**src/rtl/axi_perf_seq.sv**
```systemverilog
// ---------------------------------------------------------------------------
// axi_perf_seq
// Single-master AXI4 traffic sequencer for DDR bandwidth measurement.
// A run writes an address-derived pattern over a range as INCR bursts. It then
// reads the same range back and compares every beat against the pattern.
// Only one transaction is outstanding at a time.
//
// Ports
//   clk, rst_n            : DDR UI clock, asynchronous active-low reset
//   start                 : one-cycle pulse, begins a run when idle
//   base_addr             : first byte address, aligned to one burst
//   burst_len             : AXI len (beats-1) used for every burst
//   num_bursts            : bursts per phase (0 gives an immediate done)
//   busy, done            : run in progress / one-cycle end-of-run pulse
//   wr_cycles, rd_cycles  : write-phase and read-phase cycle counts (saturating)
//   err_cnt               : response/data/rlast errors in the last run (saturating)
//   m_axi_*               : AXI4 master write (AW/W/B) and read (AR/R) channels
// ---------------------------------------------------------------------------
module axi_perf_seq #(
  parameter int AXI_ADDR_WIDTH = 28,
  parameter int AXI_DATA_WIDTH = 128,
  parameter int AXI_ID_WIDTH   = 4,
  parameter int AXI_ID         = 0,
  parameter int CNT_WIDTH      = 32
) (
  input  logic                        clk,
  input  logic                        rst_n,
  input  logic                        start,
  input  logic [AXI_ADDR_WIDTH-1:0]   base_addr,
  input  logic [7:0]                  burst_len,
  input  logic [15:0]                 num_bursts,
  output logic                        busy,
  output logic                        done,
  output logic [CNT_WIDTH-1:0]        wr_cycles,
  output logic [CNT_WIDTH-1:0]        rd_cycles,
  output logic [15:0]                 err_cnt,
  // write address channel
  output logic                        m_axi_awvalid,
  input  logic                        m_axi_awready,
  output logic [AXI_ADDR_WIDTH-1:0]   m_axi_awaddr,
  output logic [AXI_ID_WIDTH-1:0]     m_axi_awid,
  output logic [7:0]                  m_axi_awlen,
  output logic [2:0]                  m_axi_awsize,
  output logic [1:0]                  m_axi_awburst,
  // write data channel
  output logic                        m_axi_wvalid,
  input  logic                        m_axi_wready,
  output logic [AXI_DATA_WIDTH-1:0]   m_axi_wdata,
  output logic [AXI_DATA_WIDTH/8-1:0] m_axi_wstrb,
  output logic                        m_axi_wlast,
  // write response channel
  input  logic                        m_axi_bvalid,
  output logic                        m_axi_bready,
  input  logic [AXI_ID_WIDTH-1:0]     m_axi_bid,
  input  logic [1:0]                  m_axi_bresp,
  // read address channel
  output logic                        m_axi_arvalid,
  input  logic                        m_axi_arready,
  output logic [AXI_ADDR_WIDTH-1:0]   m_axi_araddr,
  output logic [AXI_ID_WIDTH-1:0]     m_axi_arid,
  output logic [7:0]                  m_axi_arlen,
  output logic [2:0]                  m_axi_arsize,
  output logic [1:0]                  m_axi_arburst,
  // read data channel
  input  logic                        m_axi_rvalid,
  output logic                        m_axi_rready,
  input  logic [AXI_ID_WIDTH-1:0]     m_axi_rid,
  input  logic [AXI_DATA_WIDTH-1:0]   m_axi_rdata,
  input  logic [1:0]                  m_axi_rresp,
  input  logic                        m_axi_rlast
);

  localparam int BYTES = AXI_DATA_WIDTH / 8;
  localparam int SIZE  = $clog2(BYTES);
  localparam int LANES = AXI_DATA_WIDTH / 32;
  localparam logic [AXI_ID_WIDTH-1:0] ID_VAL = AXI_ID_WIDTH'(AXI_ID);

  typedef enum logic [2:0] {
    S_IDLE, S_AW, S_W, S_B, S_AR, S_R, S_DONE
  } state_t;

  state_t                       r_state;
  logic                         r_busy;
  logic                         r_done;
  logic [CNT_WIDTH-1:0]         r_wrCycles;
  logic [CNT_WIDTH-1:0]         r_rdCycles;
  logic [15:0]                  r_errCnt;
  logic [AXI_ADDR_WIDTH-1:0]    r_base;
  logic [7:0]                   r_len;
  logic [15:0]                  r_numBursts;
  logic [15:0]                  r_burstCnt;
  logic [7:0]                   r_beat;
  logic [AXI_ADDR_WIDTH-1:0]    r_burstAddr;
  logic [AXI_ADDR_WIDTH-1:0]    r_beatAddr;
  logic                         r_awvalid;
  logic                         r_wvalid;
  logic [AXI_DATA_WIDTH-1:0]    r_wdata;
  logic                         r_wlast;
  logic                         r_bready;
  logic                         r_arvalid;
  logic                         r_rready;

  logic [AXI_ADDR_WIDTH-1:0]    w_step;
  logic [AXI_ADDR_WIDTH-1:0]    w_nextBeatAddr;
  logic                         w_lastBurst;
  logic                         w_finalBeat;
  logic                         w_nextIsLast;
  logic                         w_wFire;
  logic                         w_bFire;
  logic                         w_rFire;
  logic                         w_rBeatErr;
  logic                         w_rLastErr;
  logic [1:0]                   w_errInc;
  logic [16:0]                  w_errSum;
  logic [15:0]                  w_errNext;

  // Each 32-bit lane carries the beat's byte address, zero-extended.
  function automatic logic [AXI_DATA_WIDTH-1:0] patternOf(input logic [AXI_ADDR_WIDTH-1:0] a);
    logic [AXI_DATA_WIDTH-1:0] p;
    p = '0;
    for (int i = 0; i < LANES; i++) p[i*32 +: 32] = 32'(a);
    return p;
  endfunction

  // The burst stride is (len+1) beats of the full bus width; the address wraps modulo 2^AXI_ADDR_WIDTH.
  assign w_step         = AXI_ADDR_WIDTH'({1'b0, r_len} + 9'd1) << SIZE;
  assign w_nextBeatAddr = r_beatAddr + AXI_ADDR_WIDTH'(BYTES);
  assign w_lastBurst    = (r_burstCnt + 16'd1) == r_numBursts;
  assign w_finalBeat    = (r_beat == r_len);
  assign w_nextIsLast   = ({1'b0, r_beat} + 9'd1) == {1'b0, r_len};
  assign w_wFire        = r_wvalid & m_axi_wready;
  assign w_bFire        = r_bready & m_axi_bvalid;
  assign w_rFire        = r_rready & m_axi_rvalid;

  // A read beat with any combination of data, rresp or rid faults counts as a single beat error.
  // A misplaced or missing rlast counts as a separate error.
  assign w_rBeatErr = (m_axi_rdata != patternOf(r_beatAddr)) | (m_axi_rresp != 2'b00) |
                      (m_axi_rid != ID_VAL);
  assign w_rLastErr = (m_axi_rlast != w_finalBeat);

  always_comb begin
    w_errInc = 2'd0;
    if (r_state == S_B && w_bFire)
      w_errInc = {1'b0, m_axi_bresp != 2'b00} + {1'b0, m_axi_bid != ID_VAL};
    else if (r_state == S_R && w_rFire)
      w_errInc = {1'b0, w_rBeatErr} + {1'b0, w_rLastErr};
  end

  assign w_errSum  = {1'b0, r_errCnt} + {15'd0, w_errInc};
  assign w_errNext = w_errSum[16] ? 16'hFFFF : w_errSum[15:0];

  // Sequencer: one state machine owns every registered AXI output and the run statistics.
  always_ff @(posedge clk or negedge rst_n) begin
    if (!rst_n) begin
      r_state     <= S_IDLE;
      r_busy      <= 1'b0;
      r_done      <= 1'b0;
      r_wrCycles  <= '0;
      r_rdCycles  <= '0;
      r_errCnt    <= '0;
      r_base      <= '0;
      r_len       <= '0;
      r_numBursts <= '0;
      r_burstCnt  <= '0;
      r_beat      <= '0;
      r_burstAddr <= '0;
      r_beatAddr  <= '0;
      r_awvalid   <= 1'b0;
      r_wvalid    <= 1'b0;
      r_wdata     <= '0;
      r_wlast     <= 1'b0;
      r_bready    <= 1'b0;
      r_arvalid   <= 1'b0;
      r_rready    <= 1'b0;
    end else begin
      r_errCnt <= w_errNext;
      if ((r_state == S_AW || r_state == S_W || r_state == S_B) && r_wrCycles != '1)
        r_wrCycles <= r_wrCycles + CNT_WIDTH'(1);
      if ((r_state == S_AR || r_state == S_R) && r_rdCycles != '1)
        r_rdCycles <= r_rdCycles + CNT_WIDTH'(1);

      case (r_state)
        S_IDLE: begin
          if (start) begin
            r_base      <= base_addr;
            r_len       <= burst_len;
            r_numBursts <= num_bursts;
            r_burstCnt  <= '0;
            r_burstAddr <= base_addr;
            r_wrCycles  <= '0;
            r_rdCycles  <= '0;
            r_errCnt    <= '0;
            if (num_bursts == 16'd0) begin
              r_done  <= 1'b1;
              r_state <= S_DONE;
            end else begin
              r_busy    <= 1'b1;
              r_awvalid <= 1'b1;
              r_state   <= S_AW;
            end
          end
        end

        S_AW: begin
          if (m_axi_awready) begin
            r_awvalid  <= 1'b0;
            r_wvalid   <= 1'b1;
            r_wdata    <= patternOf(r_burstAddr);
            r_wlast    <= (r_len == 8'd0);
            r_beat     <= '0;
            r_beatAddr <= r_burstAddr;
            r_state    <= S_W;
          end
        end

        S_W: begin
          if (w_wFire) begin
            if (w_finalBeat) begin
              r_wvalid <= 1'b0;
              r_wlast  <= 1'b0;
              r_bready <= 1'b1;
              r_state  <= S_B;
            end else begin
              // The next beat is loaded on the same edge, so back-to-back beats have no bubble.
              r_beat     <= r_beat + 8'd1;
              r_beatAddr <= w_nextBeatAddr;
              r_wdata    <= patternOf(w_nextBeatAddr);
              r_wlast    <= w_nextIsLast;
            end
          end
        end

        S_B: begin
          if (m_axi_bvalid) begin
            r_bready <= 1'b0;
            if (w_lastBurst) begin
              r_burstCnt  <= '0;
              r_burstAddr <= r_base;
              r_arvalid   <= 1'b1;
              r_state     <= S_AR;
            end else begin
              r_burstCnt  <= r_burstCnt + 16'd1;
              r_burstAddr <= r_burstAddr + w_step;
              r_awvalid   <= 1'b1;
              r_state     <= S_AW;
            end
          end
        end

        S_AR: begin
          if (m_axi_arready) begin
            r_arvalid  <= 1'b0;
            r_rready   <= 1'b1;
            r_beat     <= '0;
            r_beatAddr <= r_burstAddr;
            r_state    <= S_R;
          end
        end

        S_R: begin
          if (m_axi_rvalid) begin
            // A burst ends on whichever comes first: rlast or the expected final beat.
            if (m_axi_rlast || w_finalBeat) begin
              r_rready <= 1'b0;
              if (w_lastBurst) begin
                r_busy  <= 1'b0;
                r_done  <= 1'b1;
                r_state <= S_DONE;
              end else begin
                r_burstCnt  <= r_burstCnt + 16'd1;
                r_burstAddr <= r_burstAddr + w_step;
                r_arvalid   <= 1'b1;
                r_state     <= S_AR;
              end
            end else begin
              r_beat     <= r_beat + 8'd1;
              r_beatAddr <= w_nextBeatAddr;
            end
          end
        end

        S_DONE: begin
          r_done  <= 1'b0;
          r_state <= S_IDLE;
        end

        default: r_state <= S_IDLE;
      endcase
    end
  end

  assign busy          = r_busy;
  assign done          = r_done;
  assign wr_cycles     = r_wrCycles;
  assign rd_cycles     = r_rdCycles;
  assign err_cnt       = r_errCnt;

  assign m_axi_awvalid = r_awvalid;
  assign m_axi_awaddr  = r_burstAddr;
  assign m_axi_awid    = ID_VAL;
  assign m_axi_awlen   = r_len;
  assign m_axi_awsize  = 3'(SIZE);
  assign m_axi_awburst = 2'b01;

  assign m_axi_wvalid  = r_wvalid;
  assign m_axi_wdata   = r_wdata;
  assign m_axi_wstrb   = '1;
  assign m_axi_wlast   = r_wlast;

  assign m_axi_bready  = r_bready;

  assign m_axi_arvalid = r_arvalid;
  assign m_axi_araddr  = r_burstAddr;
  assign m_axi_arid    = ID_VAL;
  assign m_axi_arlen   = r_len;
  assign m_axi_arsize  = 3'(SIZE);
  assign m_axi_arburst = 2'b01;

  assign m_axi_rready  = r_rready;

endmodule

```
**config.mk**
```make
export PLATFORM = sky130hd
export DESIGN_NAME = axi_perf_seq
export DESIGN_NICKNAME = d
export VERILOG_FILES = /design/src/rtl/axi_perf_seq.sv
export SDC_FILE = /design/constraint.sdc
export NUM_CORES = 1
export LEC_CHECK = 0
export CAP_MARGIN = 25
export CORE_AREA = 2 2 200 202
export DETAILED_ROUTE_END_ITERATION = 8
export DIE_AREA = 0 0 202 204
export PLACE_DENSITY = 0.78
export SLEW_MARGIN = 20
export SYNTH_ARGS = -nofsm -noshare
export SYNTH_HDL_FRONTEND = slang
export SYNTH_SLANG_ARGS = --single-unit
export TNS_END_PERCENT = 30
```
**constraint.sdc**
```tcl
create_clock -name clk -period 3.7 [get_ports clk]
set_input_delay 0.74 -clock clk [delete_from_list [all_inputs] [get_ports clk]]
set_output_delay 0.74 -clock clk [all_outputs]
set_load 0.005 [all_outputs]
```
==> impl_results.md <==
* Die footprint at 41210 um2
* Critical path required time at 4.16 ns
* Crit Path Max Fanout at 7
* Initial antenna violation count at 6
* Gr busiest metal: met2
* Power Total at 16620 uW
* Cell taking the most area after synthesis: dfrtp_1
* Synth cell types at 83
* Register area share after synthesis at 0.3765
* Synth warn at 0
* Final worst setup slack at -0.1805 ns
* GRT Total Usage at 0.2958
* H-Tree Level Count at 1
* Fin crit share at 1.049
* Final Hold Fails at 0
* M3 GR Usage at 0.05564
* Cells after synthesis at 1936
* First-pass GRT wire length at 94.40 mm
* Worst slew pin tran at 0.8730 ns
* Fin crit period at 3.880 ns
* WL final at 63.15 mm
* Synth Flop Type: dfrtp_1
* Vias per cell at 5.603
* Worst-Skew Late Latency at 0.59 ns
* Flops & latches, synth at 251
* Fmax at 0.2577 GHz
* Final-stage net count at 2574
* Pwr Density at 727.7 nW/um2
* DR vias at 16237
* Synthesized area per cell at 8.618 um2
* CTS root buf: clkbuf_16
* Core area at 39180 um2
* CP startpoint kind: flop
* CTS Buf Count at 28
* GP Congestion at 1.010
* Worst-path clk slew at 0.06 ns
* Die X at 202 um
* Commonest cells post-synth: dfrtp_1, nor2_1, buf_4
* Synth area leaders: dfrtp_1, buf_4, xnor2_1
* Die Height at 204 um
* Detailed Place HPWL at 49.35 mm
* Top-area cell type share of the netlist area at 0.3765
* Failing checks: negative setup slack
* Synth Area in Simple Gates at 0.2021
* Starting Density at 0.4258
* Routed Antenna Nets at 0
* Dpl cells at 2841
* Max Clock Skew at 0.05932 ns
* Largest family of logic cells by synthesized area: simple AND/OR/NAND/NOR gates
* Post-route DRC at 0
* Drt pass-1 iters at 5
* Setup TNS at -2.310 ns
* Final-report setup violation count at 16
* First-iteration detailed-routing DRC count at 1115
* Synth Area in Compound Gates at 0.1496
* EDFF count, synth at 0
* Clk sinks at 251
* Vias in the first global route at 15814
* Mapped cell area at 16680 um2
* Crit. End Element: flop
* Unrepaired setup endpoints after global routing: true
* Largest net degree at the start of global routing at 106
* WL per Instance at 21.79 um
* Lkg Pwr at 0.009398 uW
* Worst hold path class: input pin to async pin
* Synth-to-Final Area Change at 36.92%
* GR Util met1 at 0.3649
* Maximum vdd ir drop at 0.4968 mV
* Most common cell in the netlist: dfrtp_1
* M2 GR Usage at 0.5158
* Worst Path Arrival at 4.34 ns
* Adder-cell area share of the yosys netlist at 0.01815
* Min Hold Slack at 0.2156 ns
* Mux share of post-synthesis cell area at 0.04740
* Cell row count at 73
* Status: complete, but fails checks
* Critical path class: flop to flop
* I/O Buffers at 472
* Final Core Density at 0.5830
* Ys async rst share at 1.000
* Fin. max-slew vios at 0
* I/O Pins at 523
* Max Cap Violations at 0
* Layout Cells excl Fill at 2898
* Clock buffer depth at 3
* Relative slew slack at 0.4126
* Total congestion overflow at 0
* Synth Area in XOR/XNOR at 0.08910
* Layout cells sized above 1 at 0.1278
* CTS tree: done
==> worst max-delay path, cell delays in order (launching register included) <==
cell and delay [ns]:
dfrtp_2 0.45, buf_6 0.14, xnor2_2 0.10, o21ai_1 0.09
or4_1 0.49, nor4_1 0.29, nand4_1 0.12, or3_4 0.44
ha_4 0.27, a22o_1 0.14, ha_2 0.19, fa_2 0.23
nand4_1 0.16, or3_4 0.45, a21oi_2 0.16
==> what timing repair did <==
item | CTS | global route
pin swaps | 22 | 8
cloned | 1 | 0
hold buffers | 0 | 0
setup endpoints to repair | 16 | 20
resized for setup | 37 | 12
buffers inserted | 3 | 0
==> final timing paths <==
path	startpoint	endpoint	slack, ns	cells past startpoint
hold / removal	rst_n	r_numBursts[11]	0.22	1
max in group asynchronous	rst_n	rd_cycles[3]	2.61	2
hold reg to reg	r_base[4]	r_base[4]	0.50	2
setup reg to reg	r_beatAddr[13]	err_cnt[8]	-0.18	14
min in group clk	r_base[4]	r_base[4]	0.50	2
setup / recovery	r_beatAddr[13]	err_cnt[8]	-0.18	14
==> cell usage in the layout, fill, tap and decap left out, types with 50 or more instances in the layout <==
| cell type | n |
|---|---|
| a21oi_1 | 84 |
| buf_4 | 132 |
| clkdlybuf4s50_1 | 457 |
| conb_1 | 50 |
| dfrtp_1 | 248 |
| inv_1 | 54 |
| mux2_2 | 56 |
| nand2_1 | 166 |
| nand3_1 | 69 |
| nor2_1 | 190 |
| nor3_1 | 54 |
| o21ai_0 | 133 |
| xnor2_1 | 117 |
==> where the power goes <==
group          switching (uW)  internal, uW
Combinational            4500          4380
Clock                    1200          1770
Sequential               1230          3550
Total                    6930          9700
==> metrics by stage <==
stage                     setup slack (ns)  cell area (um2)
after CTS                          -0.1692            22780
final                              -0.1805            22840
after detailed placement           -0.9760            21680
after global routing               -0.3152            22840
after global placement             -0.9685            21680
after floorplan                   0.001234            16890
==> area by class of cell <==
| type | instances | area (um2) |
|---|---|---|
| Timing Repair Buffer | 612 | 5866 |
| Antenna cell | 2 | 5.005 |
| Tap cell | 525 | 656.9 |
| Inverter | 55 | 206.4 |
| Clock inverter | 15 | 207.7 |
| Sequential cell | 251 | 6285 |
| Multi-Input combinational cell | 1402 | 8836 |
| Clock buffer | 36 | 780.7 |
| Fill cell | 3403 | 16340 |
==> per-layer routing <==
layer,share of wire,vias to the layer above
met5,0.00041,-
met4,0.041,4
met3,0.075,141
met2,0.50,699
met1,0.39,7977
li1,-,7416
==> state kept, by name, indices dropped and copies added (netlist names), 3 cells and up <==
register / cells
err_cnt: 16
m_axi_araddr: 28
m_axi_arlen: 8
m_axi_wdata: 28
r_base: 28
r_beat: 8
r_beatAddr: 28
r_burstCnt: 16
r_numBursts: 16
r_state: 3
rd_cycles: 32
wr_cycles: 32
==> cell families (layout without fill, tap and decap cells) <==
kind of cell | after synthesis | count (layout)
AO/OA/AOI/OAI | 402 | 402
XOR/XNOR | 168 | 168
adder cells (fa/ha/maj) | 23 | 23
buffers and inverters | 332 | 718
flip-flops | 251 | 251
multiplexers | 72 | 72
other | 2 | 52
AND/OR/NAND/NOR | 686 | 687
Power figures use the tool's default switching activity.
